$ cat config.mk
export PLATFORM = sky130hd
export DESIGN_NAME = qact_leakyrelu_stream
export DESIGN_NICKNAME = d
export VERILOG_FILES = /design/src/rtl/qact_leakyrelu_stream.sv
export SDC_FILE = /design/constraint.sdc
export NUM_CORES = 1
export LEC_CHECK = 0
export ABC_CLOCK_PERIOD_IN_PS = 13900
export BUFFER_PORTS_ARGS = -buffer_cell sky130_fd_sc_hd__buf_2
export CAP_MARGIN = 10
export CORE_MARGIN = 3
export CORE_UTILIZATION = 40
export DETAILED_ROUTE_END_ITERATION = 10
export HOLD_SLACK_MARGIN = 0.15
export PLACE_DENSITY = 0.54
export SKIP_CTS_REPAIR_TIMING = 1
export SYNTH_ARGS = -nofsm -noshare
export SYNTH_HDL_FRONTEND = slang
export SYNTH_SLANG_ARGS = --single-unit
$ cat constraint.sdc
create_clock -name clk -period 13.9 [get_ports clk]
set_clock_uncertainty 0.1 [all_clocks]
set_input_delay 2.085 -clock clk [delete_from_list [all_inputs] [get_ports clk]]
set_output_delay 2.085 -clock clk [all_outputs]
set_load 0.01 [all_outputs]
$ cat src/rtl/qact_leakyrelu_stream.sv
// Multi-lane quantised activation stage (BYPASS / RELU / LEAKY) with per-frame config latch.
// Three-stage valid/ready pipeline: S1 capture, S2 re-centre + activate, S3 re-add zero + clamp.
module qact_leakyrelu_stream #(
    parameter int CH  = 8,
    parameter int DW  = 8,
    parameter int SHW = 3
) (
    input  logic              clk,
    input  logic              rst,
    input  logic [1:0]        cfg_mode,
    input  logic [SHW-1:0]    cfg_shift,
    input  logic [DW-1:0]     cfg_zero,
    input  logic              s_valid,
    output logic              s_ready,
    input  logic [CH*DW-1:0]  s_data,
    input  logic              s_last,
    output logic              m_valid,
    input  logic              m_ready,
    output logic [CH*DW-1:0]  m_data,
    output logic              m_last,
    output logic [15:0]       frame_cnt
);

    localparam int unsigned WD = DW + 2;
    localparam logic [1:0] MODE_RELU  = 2'd1;
    localparam logic [1:0] MODE_LEAKY = 2'd2;

    logic              armed;
    logic [1:0]        cap_mode;
    logic [SHW-1:0]    cap_shift;
    logic [DW-1:0]     cap_zero;

    logic              s1_valid;
    logic              s1_last;
    logic [CH*DW-1:0]  s1_q;
    logic [1:0]        s1_mode;
    logic [SHW-1:0]    s1_shift;
    logic [DW-1:0]     s1_zero;

    logic              s2_valid;
    logic              s2_last;
    logic [CH*WD-1:0]  s2_d;
    logic [DW-1:0]     s2_zero;

    logic              s1_free;
    logic              s2_free;
    logic              s3_free;
    logic              accept;
    logic [1:0]        eff_mode;
    logic [SHW-1:0]    eff_shift;
    logic [DW-1:0]     eff_zero;
    logic [CH*WD-1:0]  s2_next;
    logic [CH*DW-1:0]  s3_next;

    // A stage may load when it is empty or its contents move on this cycle
    assign s3_free  = !m_valid || m_ready;
    assign s2_free  = !s2_valid || s3_free;
    assign s1_free  = !s1_valid || s2_free;
    assign s_ready  = !rst && s1_free;
    assign accept   = s_valid && s_ready;

    // First beat of a frame takes live config; later beats use the captured copy
    assign eff_mode  = armed ? cfg_mode  : cap_mode;
    assign eff_shift = armed ? cfg_shift : cap_shift;
    assign eff_zero  = armed ? cfg_zero  : cap_zero;

    for (genvar i = 0; i < CH; i++) begin : g_lane
        logic signed [WD-1:0] diff;
        logic signed [WD-1:0] shr;
        logic signed [WD-1:0] act;
        logic signed [WD-1:0] sum;
        logic [DW-1:0]        res;

        assign diff = $signed({2'b00, s1_q[i*DW +: DW]}) - $signed({2'b00, s1_zero});
        assign shr  = diff >>> s1_shift;

        always_comb begin
            act = diff;
            if (diff[WD-1]) begin
                if (s1_mode == MODE_RELU) begin
                    act = '0;
                end else if (s1_mode == MODE_LEAKY) begin
                    act = shr;
                end
            end
        end

        assign sum = $signed(s2_d[i*WD +: WD]) + $signed({2'b00, s2_zero});

        // Saturate to the unsigned lane range
        always_comb begin
            res = sum[DW-1:0];
            if (sum[WD-1]) begin
                res = '0;
            end else if (sum[DW]) begin
                res = '1;
            end
        end

        assign s2_next[i*WD +: WD] = act;
        assign s3_next[i*DW +: DW] = res;
    end

    always_ff @(posedge clk or posedge rst) begin
        if (rst) begin
            armed     <= 1'b1;
            cap_mode  <= '0;
            cap_shift <= '0;
            cap_zero  <= '0;
            s1_valid  <= 1'b0;
            s1_last   <= 1'b0;
            s1_q      <= '0;
            s1_mode   <= '0;
            s1_shift  <= '0;
            s1_zero   <= '0;
            s2_valid  <= 1'b0;
            s2_last   <= 1'b0;
            s2_d      <= '0;
            s2_zero   <= '0;
            m_valid   <= 1'b0;
            m_data    <= '0;
            m_last    <= 1'b0;
            frame_cnt <= '0;
        end else begin
            if (accept) begin
                armed <= s_last;
                if (armed) begin
                    cap_mode  <= cfg_mode;
                    cap_shift <= cfg_shift;
                    cap_zero  <= cfg_zero;
                end
            end

            if (s1_free) begin
                s1_valid <= accept;
                if (accept) begin
                    s1_q     <= s_data;
                    s1_last  <= s_last;
                    s1_mode  <= eff_mode;
                    s1_shift <= eff_shift;
                    s1_zero  <= eff_zero;
                end
            end

            if (s2_free) begin
                s2_valid <= s1_valid;
                if (s1_valid) begin
                    s2_d    <= s2_next;
                    s2_zero <= s1_zero;
                    s2_last <= s1_last;
                end
            end

            if (s3_free) begin
                m_valid <= s2_valid;
                if (s2_valid) begin
                    m_data <= s3_next;
                    m_last <= s2_last;
                end
            end

            if (m_valid && m_ready && m_last) begin
                frame_cnt <= frame_cnt + 16'd1;
            end
        end
    end

endmodule

; ---- Yosys cells after proc, flatten, opt, wreduce, memory -nomap -nowiden
; Cells that the tools add are included.
[totals]
reg_bits = 265
latchBits = 0
ram_bits = 0
rom_bits = 0
in_bits = 82
memories = 0
[op_classes]
addsub = 17
multipliers = 0
div = 0
order_cmp = 0
n_eq_ne = 2
n_shift = 8
muxes = 43
bitwise = 0
reduce_logical = 14
[ops]
columns = op, count
row1 = $mux W10, 24
row2 = $mux W8, 17
row3 = $add A10 B9 Y10, 8
row4 = $sshr A9 B3 Y10, 8
row5 = $sub A8 B8 Y9, 8
row6 = $add A16 B1 Y16 const B, 1
row7 = $reduce_and A2 Y1, 3
row8 = $logic_and A1 B1 Y1, 4
row9 = $logic_not A1 Y1, 4
row10 = $logic_or A1 B1 Y1, 3
row11 = $mux W3, 1
row12 = $eq A2 B1 Y1 const B, 1
row13 = $eq A2 B2 Y1 const B, 1
row14 = $mux W2, 1

; ---- Longest topological paths before layout
[logic_depth]
ltp_word = 7
mapped_depth = 12

; ---- Least setup slack after synthesis
; OpenSTA, ideal clock, no wires.
[synth_timing]
path_kind = in2out
startpoint = input port m_ready
endpoint = output port s_ready
t_arrival_ns = 2.538
setup_slack_ns = 9.176
cell_stages = 3
path_cell_list = nand2b_1 nor2_1 a21oi_1
[synth_via]
elab_chain_cells = 4
[synth_lines]
columns = element, line_no
row1 = start: declaration, 18  ; input logic m_ready,
row2 = $logic_or A1 B1 Y1, 56  ; assign s3_free = !m_valid || m_ready;
row3 = $logic_or A1 B1 Y1, 57  ; assign s2_free = !s2_valid || s3_free;
row4 = $logic_or A1 B1 Y1, 58  ; assign s1_free = !s1_valid || s2_free;
row5 = $logic_and A1 B1 Y1, 59  ; assign s_ready = !rst && s1_free;
row6 = end: declaration, 14  ; output logic s_ready,
; No other way between the ends.

; ---- Worst setup path after layout
; Ends and elaborated chain as after synthesis.

==> impl.org <==
** Outcome
- The run finished with clean final reports.

** Layout
- At the end of the flow the core is filled with cells to 46.5%.
- After the last flow step, the layout net total stands at 2,548.
- Leaving out fill and tap cells, the most frequent cell in the layout is sky130_fd_sc_hd__nand2_1.
- In the layout the commonest cells are sky130_fd_sc_hd__nand2_1 (396), sky130_fd_sc_hd__dfrtp_1 (254), sky130_fd_sc_hd__o21ai_0 (175).
- The sequential cells in the finished layout cover a total of 0.00643 sq mm.
- Share of final-layout standard cells stronger than drive strength 1 :: 13.3%
- Area of the multi-input gates :: 0.0118 sq mm
- Leaving out filler cells and counting taps, the final layout contains 2,938.
- Final Cell Area :: 0.0213 sq mm
- Fill cell instance count of the final layout :: 4,554
- The area growth from synthesis to layout is 13.5%.

** Timing
- Static timing analysis puts the maximum clock frequency at 193 MHz.
- For the pin with the worst max-slew slack, the measured transition is 1.05 ns.
- In the post-route analysis, the smallest setup slack over all paths is 8.73 ns.
- After routing, the total negative slack on setup checks comes to 0 ns.
- Setup repair after global routing left no endpoint under its margin.
- Final hold violation count :: 0
- Period utilization :: 37.2%
- Setup violation total in the final timing report :: 0
- The final number of max-transition violations was 0.
- Worst hold slack across all endpoints :: 0.372 ns
- Rel. slew slack :: 29.7%
- After layout, the minimum clock period comes to 5.17 ns.

** Worst setup path
- Reg2Reg Setup Slack :: 9.99 ns
- The largest individual stage delay along the critical path comes from the cell sky130_fd_sc_hd__nor2_1.
- Data arrives at the worst endpoint at 2.98 ns.
- Largest stage delay on the critical path :: 0.28 ns
- The worst setup path is captured at an output port.
- The worst setup path is launched from a primary input.
- Max Fanout on Critical Path :: 3
- Cells on worst reg2reg path :: 11
- The worst setup path is of the in -> out kind.
- The most numerous cell type found on the critical path is sky130_fd_sc_hd__buf_2.
- Traced cell by cell, the critical path runs through buf_2 -> nand2b_1 -> nor2_1 -> a21oi_1 -> buf_2.
- At the worst endpoint, the required time is 11.72 ns.

** Clock network
- TritonCTS built the clock tree.
- Clock net sink count :: 257
- CTS H-Tree Depth :: 2
- Clock insertion delay at the later pin of the skew report :: 0.56 ns
- TritonCTS created 34 clock buffers.
- Clock-pin slew was measured on the worst setup and hold paths at 0.05 ns.
- Clock tree synthesis selected as its root buffer the cell sky130_fd_sc_hd__clkbuf_16.
- No sink is reached through more buffers than the 3 on the longest clock path.

** GRT
- For this run, the total global-route usage over all layers was measured as 25.8%.
- Wire length of the first global-routing pass :: 101,000 um
- Summed over all layers, the global routing overflow is 0.
- Global-route met1 utilization :: 37.9%
- Met3 usage :: 5.26%
- The via count of the first global-routing pass is 16,600.
- The initial antenna violation count was 2.
- Maximum number of pins on one net before global-route repair :: 121
- Busiest layer in global routing :: met1
- Global routing used 37.7% of the available met2 tracks.

** Floorplan
- Count of standard-cell rows :: 78
- Initial core utilization :: 41.0%
- Count of boundary I/O pins :: 165
- Area of the die :: 0.0497 sq mm
- The region available for standard cell placement spans 0.0459 sq mm.
- From bottom edge to top edge, the die measures 223 um.
- The die is 223 um wide.

** Route
- Via count normalized by instance count :: 5.93
- Summed over all layers, the routed wires come to 65,600 um.
- Initial DRC count :: 1,704
- DRC Markers :: 0
- Number of iterations in the first detailed-routing pass :: 6
- Vias after detailed routing :: 17,400
- WL/cell :: 22.3 um
- ANT nets after route :: 0

** Power and ir drop
- Total power for the finished layout comes to 4.96 mW.
- P per Cell Area :: 232 mW/mm^2
- Standby leakage power :: 9.89 nW
- Peak ir drop on the vdd network :: 101 uV

** Placement
- Global placement routability congestion :: 1.00
- Detailed placement finished with a half-perimeter wire length of 47,000 um.
- Placement-stage cell area :: 0.0202 sq mm
- Placed cells :: 2,877
- Worst slack, placed :: 8.73 ns
- Quantity of I/O buffers inserted on ports :: 164

** Synthesis
- Synth Register Bits :: 257
- Count of yosys warnings during synthesis :: 0
- Of all flip-flops after synthesis, the portion carrying an async set or reset was 100%.
- Post-Synthesis Cell Area :: 0.0188 sq mm
- Syn Inst Count :: 2,188
- The share of the Yosys chip area taken by registers is 34.2%.
- The synthesized design contains 0 enable-type register cells.
- Synthesis produced a netlist with a net count of 2,423.
- In the synthesized netlist the dominant register cell turns out to be sky130_fd_sc_hd__dfrtp_1.
- Post-synthesis average cell area :: 8.60 sq um
- Distinct cells, synth :: 88

** Worst hold path
- The worst hold path passes through 2 cells.
- In this run the worst hold path is classified as reg -> reg.

** Job
- Max_cap viols :: 0
## synthesized netlist by cell type, types with 20 or more instances
master                     instances  area [sq um]
sky130_fd_sc_hd__a211oi_1         44           330
sky130_fd_sc_hd__o21a_1           24           180
sky130_fd_sc_hd__ha_1            137          1710
sky130_fd_sc_hd__o21ai_0         175           876
sky130_fd_sc_hd__a21o_1           47           353
sky130_fd_sc_hd__nor2_1          123           462
sky130_fd_sc_hd__xnor2_1          66           578
sky130_fd_sc_hd__nand2_1         399          1500
sky130_fd_sc_hd__nor3_1           36           180
sky130_fd_sc_hd__nand2b_1         40           250
sky130_fd_sc_hd__mux2_2           24           270
sky130_fd_sc_hd__a22o_1           52           455
sky130_fd_sc_hd__xor2_1           38           333
sky130_fd_sc_hd__dfrtp_1         256          6410
sky130_fd_sc_hd__o21bai_1         20           150
sky130_fd_sc_hd__a31oi_1          25           156
sky130_fd_sc_hd__o211ai_1         20           150
sky130_fd_sc_hd__clkbuf_1         74           278
sky130_fd_sc_hd__mux2i_1          24           240
sky130_fd_sc_hd__nand3_1          43           215
sky130_fd_sc_hd__inv_1            58           218
sky130_fd_sc_hd__a21oi_1         150           751
## path summary, 6_finish.rpt
kind / from / end
hold reg to reg: m_data[62]$_DFFE_PP0P_ / m_data[62]$_DFFE_PP0P_
min in group asynchronous: rst / s1_q[52]$_DFFE_PP0P_
setup reg to reg: s1_zero[0]$_DFFE_PP0P_ / s2_d[33]$_DFFE_PP0P_
hold / removal: m_data[62]$_DFFE_PP0P_ / m_data[62]$_DFFE_PP0P_
max in group asynchronous: rst / m_data[6]$_DFFE_PP0P_
setup / recovery: m_ready / s_ready
## state kept, by name, indices dropped and copies added, names as in the netlist, 2 cells and up
name       flops
s2_d          72
m_data        64
s1_q          64
frame_cnt     16
cap_zero       8
s1_zero        8
s2_zero        8
cap_shift      3
s1_shift       3
cap_mode       2
s1_mode        2
## power by group
group,switching [mW],internal [mW],leakage (nW)
registers,0.259,0.994,3.18
logic,1.71,1.08,6.15
clock network,0.360,0.559,0.558
## cell type report
class	count	area share (%)
Clock buffer	51	4.71
Timing Repair Buffer	192	4.83
Inverter	58	1.05
Sequential cell	257	30.1
Tap cell	600	3.52
Clock inverter	9	0.692
Multi-Input combinational cell	1770	55.0
Antenna cell	1	0.0117
## critical path, delay by kind of cell
kind	cells	cell delay (ns)
AO/OA/AOI/OAI	1	0.17
buffers and inverters	2	0.27
AND/OR/NAND/NOR	2	0.45
## logic make-up (layout without fill, tap and decap cells)
family                     Yosys count  count (layout)  share of synthesized area (%)
muxes                               56              56                           3.67
DFF                                257             257                           34.2
AOI/OAI and AO/OA                  725             725                           25.9
xor gates and xnor gates           104             104                           4.84
and+or+nand+nor                    731             731                           17.1
buffers and inverters              161             310                           3.41
adders and majority gates          154             154                           10.9
other                                0               1                              0
## routing by layer
| metal | vias to the layer above | share of wire [%] | wire length (um) |
|---|---|---|---|
| li1 | 8261 | - | - |
| met1 | 8318 | 46 | 30500 |
| met2 | 709 | 42 | 27400 |
| met3 | 144 | 8.2 | 5400 |
| met4 | 2 | 3.4 | 2240 |
| met5 | - | 0.17 | 114 |
No activity file was read; power rests on OpenSTA's default activity.
